$ cat config.mk
export PLATFORM = sky130hd
export DESIGN_NAME = value_reg_arbiter
export DESIGN_NICKNAME = d
export VERILOG_FILES = /design/src/rtl/value_reg_arbiter.sv
export SDC_FILE = /design/constraint.sdc
export NUM_CORES = 1
export LEC_CHECK = 0
export ABC_AREA = 1
export CAP_MARGIN = 15
export CORE_UTILIZATION = 53
export CTS_CLUSTER_DIAMETER = 120
export DETAILED_ROUTE_END_ITERATION = 10
export PLACE_DENSITY = 0.84
export SLEW_MARGIN = 40
export SYNTH_ARGS = -nofsm -noshare
export SYNTH_HDL_FRONTEND = slang
export SYNTH_SLANG_ARGS = --single-unit
$ cat constraint.sdc
create_clock -name ck -period 4.59 [get_ports ck]
set_clock_uncertainty 0.05 [all_clocks]
set_input_delay 0.918 -clock ck [delete_from_list [all_inputs] [get_ports ck]]
set_output_delay 0.918 -clock ck [all_outputs]
set_load 0.005 [all_outputs]
$ cat src/rtl/value_reg_arbiter.sv
// Round-robin arbiter sharing one W-bit value register between NREQ requesters,
// with a programmable cooldown. Optional upd_cnt output: VALUE_REG_ARB_UPD_CNT_EN.
module value_reg_arbiter #(
  parameter int NREQ     = 4,
  parameter int W        = 4,
  parameter int RST_VAL  = 9,
  parameter int HOLD_CYC = 2
) (
  input  logic              ck,
  input  logic              arst,
  input  logic [NREQ-1:0]   req,
  input  logic [NREQ*W-1:0] req_val,
  output logic [NREQ-1:0]   gnt,
  output logic              busy,
  output logic [W-1:0]      out_val,
  output logic              out_vld
`ifdef VALUE_REG_ARB_UPD_CNT_EN
  ,
  output logic [7:0]        upd_cnt
`endif
);

  localparam int PW = (NREQ > 1) ? $clog2(NREQ) : 1;
  localparam int CW = 4;
  localparam logic [CW-1:0] COOL_INIT = CW'((HOLD_CYC > 0) ? HOLD_CYC - 1 : 0);

  typedef enum logic [1:0] {IDLE = 2'd0, UPD = 2'd1, COOL = 2'd2} state_t;

  state_t                   state, stateNxt;
  logic [PW-1:0]            rrPtr, winQ, winIdx;
  logic                     winFound;
  logic [CW-1:0]            coolCnt;
  logic [W-1:0]             dataQ;
  logic [NREQ-1:0][W-1:0]   reqVec;

  assign reqVec = req_val;

  // Priority search starting at rrPtr; wrap is explicit so any NREQ works.
  always_comb begin
    logic [PW:0] idx;
    idx      = '0;
    winIdx   = '0;
    winFound = 1'b0;
    for (int k = 0; k < NREQ; k++) begin
      idx = {1'b0, rrPtr} + (PW+1)'(k);
      if (idx >= (PW+1)'(NREQ)) idx = idx - (PW+1)'(NREQ);
      if (!winFound && req[idx[PW-1:0]]) begin
        winFound = 1'b1;
        winIdx   = idx[PW-1:0];
      end
    end
  end

  always_ff @(posedge ck or posedge arst) begin
    if (arst) state <= IDLE;
    else      state <= stateNxt;
  end

  always_comb begin
    stateNxt = state;
    case (state)
      IDLE:    if (winFound) stateNxt = UPD;
      UPD:     stateNxt = (HOLD_CYC == 0) ? IDLE : COOL;
      COOL:    if (coolCnt == '0) stateNxt = IDLE;
      default: stateNxt = IDLE;
    endcase
  end

  always_comb begin
    busy = (state != IDLE);
  end

  // req is only looked at in IDLE; captured value is frozen in dataQ.
  always_ff @(posedge ck or posedge arst) begin
    if (arst) begin
      gnt     <= '0;
      out_val <= W'(RST_VAL);
      out_vld <= 1'b0;
      rrPtr   <= '0;
      coolCnt <= '0;
      dataQ   <= '0;
      winQ    <= '0;
    end else begin
      gnt     <= '0;
      out_vld <= 1'b0;
      case (state)
        IDLE: if (winFound) begin
          gnt   <= NREQ'(1) << winIdx;
          dataQ <= reqVec[winIdx];
          winQ  <= winIdx;
        end
        UPD: begin
          out_val <= dataQ;
          out_vld <= 1'b1;
          rrPtr   <= (winQ == PW'(NREQ-1)) ? '0 : winQ + PW'(1);
          coolCnt <= COOL_INIT;
        end
        COOL: if (coolCnt != '0) coolCnt <= coolCnt - CW'(1);
        default: ;
      endcase
    end
  end

`ifdef VALUE_REG_ARB_UPD_CNT_EN
  // Bumped on the same edge that raises out_vld, so it reads the new total with the pulse.
  always_ff @(posedge ck or posedge arst) begin
    if (arst)                                 upd_cnt <= '0;
    else if (state == UPD && upd_cnt != 8'hFF) upd_cnt <= upd_cnt + 8'd1;
  end
`endif

endmodule

==> out/qor.yml, run 1 <==
power_and_ir_drop:
  total_power_mw: 1.26
  ir_worst_vdd_mv: 0.556
  power_density_nw_per_um2: 734
  p_leak_nw: 0.893
clocking:
  hold_buffers: 0
  clk_latency_ns: 0.31
  post_cts_resized: 0
  cts_tree: "yes"
  cts_setup_buffers: 0
  cts_buffer_depth: 2
  clkSinkCount: 23
  cts_buffers: 3
  clockRootBuffer: "clkbuf_4"
  clkSlewWorstSetupHoldPaths_ns: 0.12
  h-tree-depth: 1
route:
  wl_um: 2820
  dr.first_iter.drc_count: 49
  wl_per_cell_um: 11.3
  postRouteAntennaNets: 0
  vias: 1256
  vias_per_cell: 5.04
  drc: 2
  first_pass_iters: 7
yosys:
  seq_area_frac_synth_pct: 42.2
  synthesis.nets: 210
  syn_inst: 186
  netlist_area_um2: 1370
  ys.flop_type: "dfrtp_1"
  ys_types: 28
  ys_ff_latch: 23
  async_reset_ff_share_pct: 100
  synth-edff-count: 0
  yosys_warnings: 0
  synth.avg_cell_area_um2: 7.36
sta:
  min_period_ns: 2.49
  slew_headroom_pct: 68.6
  fin_crit_sh_pct: 54.3
  tightest_slew_ns: 0.471
  report.final.slew_viol_count: 0
  rsz0062_at_grt: "no"
  clock.fmax_ghz: 0.401
  final-setup-viol-count: 0
  setup_tns_ns: 0
  fin_hold_ws_ns: 0.421
  hold_violations: 0
final_layout:
  num_antenna_cells: 0
  final_common_cell: "nand2_1"
  finalInstanceArea_um2: 1720
  drive_above_1_share_pct: 15.5
  mostFrequentLayoutCells: "nand2_1, clkdlybuf4s50_1, dfrtp_1, nand2_2, inv_1"
  area_delta_synth_final_pct: 25.4
  post-route-util_pct: 69.9
  multiInputGateArea_um2: 701
  fill_cells: 216
  final-seq-area_um2: 578
  final_nets: 244
critical_path:
  start_kind: "input port"
  cp_data_arrival_time_ns: 2.66
  crit_path_max_fanout: 7
  crit_required_ns: 4.76
  end_kind: "flip-flop"
  crit_type: "in -> reg"
global_routing:
  track_usage_pct: 23.9
  antenna_found_initial: 0
  grt_pass1_wl_um: 4860
  grt_pass1_vias: 1199
  grt_max_degree: 24
  grt_overflow_total: 0
placement:
  io_buffers: 31
  hpwlAfterDp_um: 2200
  placed_area_um2: 1690
  place_congestion: 0.872
floorplanning:
  initial_core_util_pct: 55.8
  io_pins: 32
  die_area_um2: 2790
  row_count: 18
  coreArea_um2: 2450
  fp.dieW_um: 52.8
  die_height_um: 52.8
outcome:
  violations: "design-rule violations"
  status: "finished with violations"
flow_run:
  maxCapViolCount: 0
worst_hold_path:
  hold_class: "reg -> reg"
[registers in the layout (all words and copies together) (netlist names)]
register / flops
dataQ: 4
state: 2
out_val: 4
out_vld: 1
coolCnt: 4
rrPtr: 2
gnt: 4
winQ: 2
[worst paths after layout]
check	from	to	slack [ns]	cells past startpoint
min	out_val[0]	out_val[0]	0.42	2
min reg2reg	out_val[0]	out_val[0]	0.42	2
max reg2reg	rrPtr[0]	dataQ[0]	2.39	13
max in group asynchronous	arst	out_val[3]	3.27	2
min in group asynchronous	arst	out_val[1]	0.87	2
max	req[1]	dataQ[0]	2.10	14
[kinds of logic after synthesis]
logic type               synth area share, %
XOR/XNOR                               0.640
buffers and inverters                   6.58
AND/OR/NAND/NOR                         45.1
AO/OA/AOI/OAI                           3.66
flip-flops                              42.2
adder cells (fa/ha/maj)                 1.83
[worst max-delay path: stages]
cell             delay (ns)
clkdlybuf4s50_1        0.48
inv_1                  0.07
nand2_2                0.07
nand3_1                0.08
nand2_1                0.14
inv_1                  0.09
nand3_2                0.10
nor2_1                 0.07
nor2_4                 0.15
clkinv_1               0.20
nand2_1                0.13
nand2_1                0.06
nand2_1                0.06
nand2_1                0.05
[final cells by class]
class                           count  share of cell area, %
Timing Repair Buffer               31                   18.1
Clock buffer                        4                   1.53
Inverter                           17                   3.72
Multi-Input combinational cell    144                   40.8
Sequential cell                    23                   33.7
Tap cell                           30                   2.19
[where the power goes]
part | switching (mW) | internal, mW | total, mW | leakage [nW]
registers | 0.0685 | 0.299 | 0.368 | 0.288
clock network | 0.0573 | 0.0340 | 0.0913 | 0.0150
logic | 0.495 | 0.305 | 0.801 | 0.590
total | 0.621 | 0.639 | 1.26 | 0.893
[per-stage QoR]
step                setup WS, ns  instances
finish                      2.10        249
global route                1.93        249
CTS                         2.13        249
detailed placement          1.79        245
global placement            1.92        245
floorplan                   2.46        186
[layer usage]
metal  vias to the layer above  routed length [µm]  GRT usage (%)
met3                         2                 130           3.48
li1                        649                   -              -
met5                         -                   0              0
met1                       561                1230           28.3
met4                         0                  19           11.4
met2                        44                1440           41.8
[cell usage after synthesis, drive strengths merged (2+ instances only)]
master | instances | area [µm²]
buf | 2 | 26.3
inv | 16 | 60.1
nand2 | 100 | 428
ha | 2 | 25.0
dfrtp | 21 | 526
nor3 | 3 | 15.0
nor2 | 13 | 68.8
a21oi | 2 | 13.8
nand3 | 14 | 85.1
o21ai | 3 | 15.0
dfstp | 2 | 52.6
Power figures use the tool's default switching activity.
==> inputs of run 2 (changes only) <==
--- a/config.mk
+++ b/config.mk
@@ -7,10 +7,10 @@
 export LEC_CHECK = 0
 export ABC_AREA = 1
 export CAP_MARGIN = 15
-export CORE_UTILIZATION = 53
+export CORE_UTILIZATION = 44
 export CTS_CLUSTER_DIAMETER = 120
 export DETAILED_ROUTE_END_ITERATION = 10
-export PLACE_DENSITY = 0.84
+export PLACE_DENSITY = 0.75
 export SLEW_MARGIN = 40
 export SYNTH_ARGS = -nofsm -noshare
 export SYNTH_HDL_FRONTEND = slang
==> constraint.sdc (replaced) <==
create_clock -name ck -period 2.2 [get_ports ck]
set_clock_uncertainty 0.05 [all_clocks]
set_input_delay 0.44 -clock ck [delete_from_list [all_inputs] [get_ports ck]]
set_output_delay 0.44 -clock ck [all_outputs]
set_load 0.005 [all_outputs]
==> run 2 against run 1 <==
Against the previous run:
- the run still ends with design-rule violations left
- cell count up 2.8%
- setup slack got worse by 1.8 ns
- power up 110%
- flip-flop and latch count unchanged
- critical path depth unchanged
- cell area rose by 2.7%
- clock power is 110% higher
- non-clock buffer count increased by 6
- combinational power up 120%
- critical path type unchanged
- largest power group unchanged
==> out/qor.yml, run 2 (synthesized netlist as in run 1, its figures left out) <==
clocking:
  clk_latency_ns: 0.31
  cts_tree: "yes"
  h-tree-depth: 1
  cts_buffer_depth: 2
  clockRootBuffer: "clkbuf_4"
  clkSlewWorstSetupHoldPaths_ns: 0.13
  hold_buffers: 0
  post_cts_resized: 0
  clkSinkCount: 23
  cts_buffers: 3
  cts_setup_buffers: 0
critical_path:
  cp_data_arrival_time_ns: 2.07
  cp-startpoint: "req[0]"
  end_kind: "flip-flop"
  r2r-end: "dataQ[2]"
  crit_path_end: "dataQ[2]"
  worst-r2r-setup-slack_ns: 0.30
  crit_type: "in -> reg"
  start_kind: "input port"
  worstReg2RegStart: "rrPtr[0]"
  crit_path_max_fanout: 5
  worst_r2r_path_depth: 14
  crit_required_ns: 2.35
power_and_ir_drop:
  ir_worst_vdd_mv: 0.740
  total_power_mw: 2.68
  p_leak_nw: 0.924
  power_density_nw_per_um2: 1520
global_routing:
  grt_pass1_vias: 1164
  antenna_found_initial: 0
  grt_pass1_wl_um: 4730
  grt_max_degree: 24
  grt_overflow_total: 0
  track_usage_pct: 18.3
sta:
  fin_crit_sh_pct: 87.2
  slew_headroom_pct: 81.1
  min_period_ns: 1.92
  layout_setup_ws_ns: 0.282
  rsz0062_at_grt: "no"
  tightest_slew_ns: 0.284
  report.final.slew_viol_count: 0
  clock.fmax_ghz: 0.521
  final-setup-viol-count: 0
  hold_violations: 0
placement:
  place_congestion: 0.841
  io_buffers: 31
  hpwlAfterDp_um: 2130
  placed_area_um2: 1740
  pre_cts_ws_ns: -0.0433
floorplanning:
  fp.dieW_um: 57.8
  io_pins: 32
  initial_core_util_pct: 48.0
  die_area_um2: 3340
  die_height_um: 57.8
  row_count: 19
  coreArea_um2: 2850
route:
  wl_um: 2720
  first_pass_iters: 7
  dr.first_iter.drc_count: 43
  vias: 1268
  vias_per_cell: 4.95
  postRouteAntennaNets: 0
  wl_per_cell_um: 10.6
  drc: 1
outcome:
  violations: "design-rule violations"
  status: "finished with violations"
final_layout:
  fill_cells: 247
  final_nets: 250
  drive_above_1_share_pct: 17.3
  multiInputGateArea_um2: 701
  area_delta_synth_final_pct: 28.8
  mostFrequentLayoutCells: "nand2_1, clkdlybuf4s50_1, dfrtp_1, nand2_2, inv_1"
  final-seq-area_um2: 578
  num_antenna_cells: 0
  finalInstanceArea_um2: 1760
  final_common_cell: "nand2_1"
flow_run:
  maxCapViolCount: 0
worst_hold_path:
  hold_class: "in -> async"
-- run 2: how the worst min path moves through the flow --
stage	start	cells after the start	slack, ns	endpoint
after global routing	arst	3	0.42	rrPtr[1]
after floorplan	arst	1	0.39	coolCnt[0]
final	arst	3	0.40	coolCnt[2]
after detailed placement	out_val[0]	2	0.41	out_val[0]
after global placement	out_val[0]	2	0.41	out_val[0]
after CTS	arst	3	0.41	rrPtr[0]
-- run 2: layer usage --
metal / global-route usage (%) / up-vias / routed length [µm]
met2: 31.4 / 28 / 1380
met5: 0 / - / 0
met1: 23.1 / 582 / 1220
met4: 5.44 / 0 / 22
li1: - / 656 / -
met3: 4.24 / 2 / 96
-- run 2: report_power, final --
part	leakage, nW	switching [mW]	internal, mW
sequential	0.288	0.107	0.624
clock	0.0150	0.123	0.0707
combinational	0.620	1.05	0.711
total	0.924	1.28	1.41
-- run 2: critical path, stage by stage --
cell,delay (ns)
clkdlybuf4s50_1,0.43
inv_1,0.09
nand2_1,0.08
nand3_2,0.09
nand2_2,0.09
nor2_4,0.14
nand3_2,0.10
nor2_1,0.21
nor2_4,0.05
buf_4,0.15
nand2_1,0.06
nand2_1,0.05
nand2_1,0.06
nand2_1,0.05
-- run 2: cell type report --
cell class | count | area share [%]
Clock buffer | 4 | 1.49
Inverter | 17 | 3.62
Multi-Input combinational cell | 144 | 39.7
Sequential cell | 23 | 32.8
Tap cell | 31 | 2.20
Timing Repair Buffer | 37 | 20.2
-- run 2: through the flow --
stage               setup TNS [ns]  utilization, %  hold WS, ns  std cells
global placement                 0            60.9        0.408        252
CTS                              0            61.8        0.412        256
floorplan                        0               -        0.390        186
finish                           0            61.8        0.403        256
detailed placement          -0.127            60.9        0.410        252
global route                     0            61.8        0.418        256
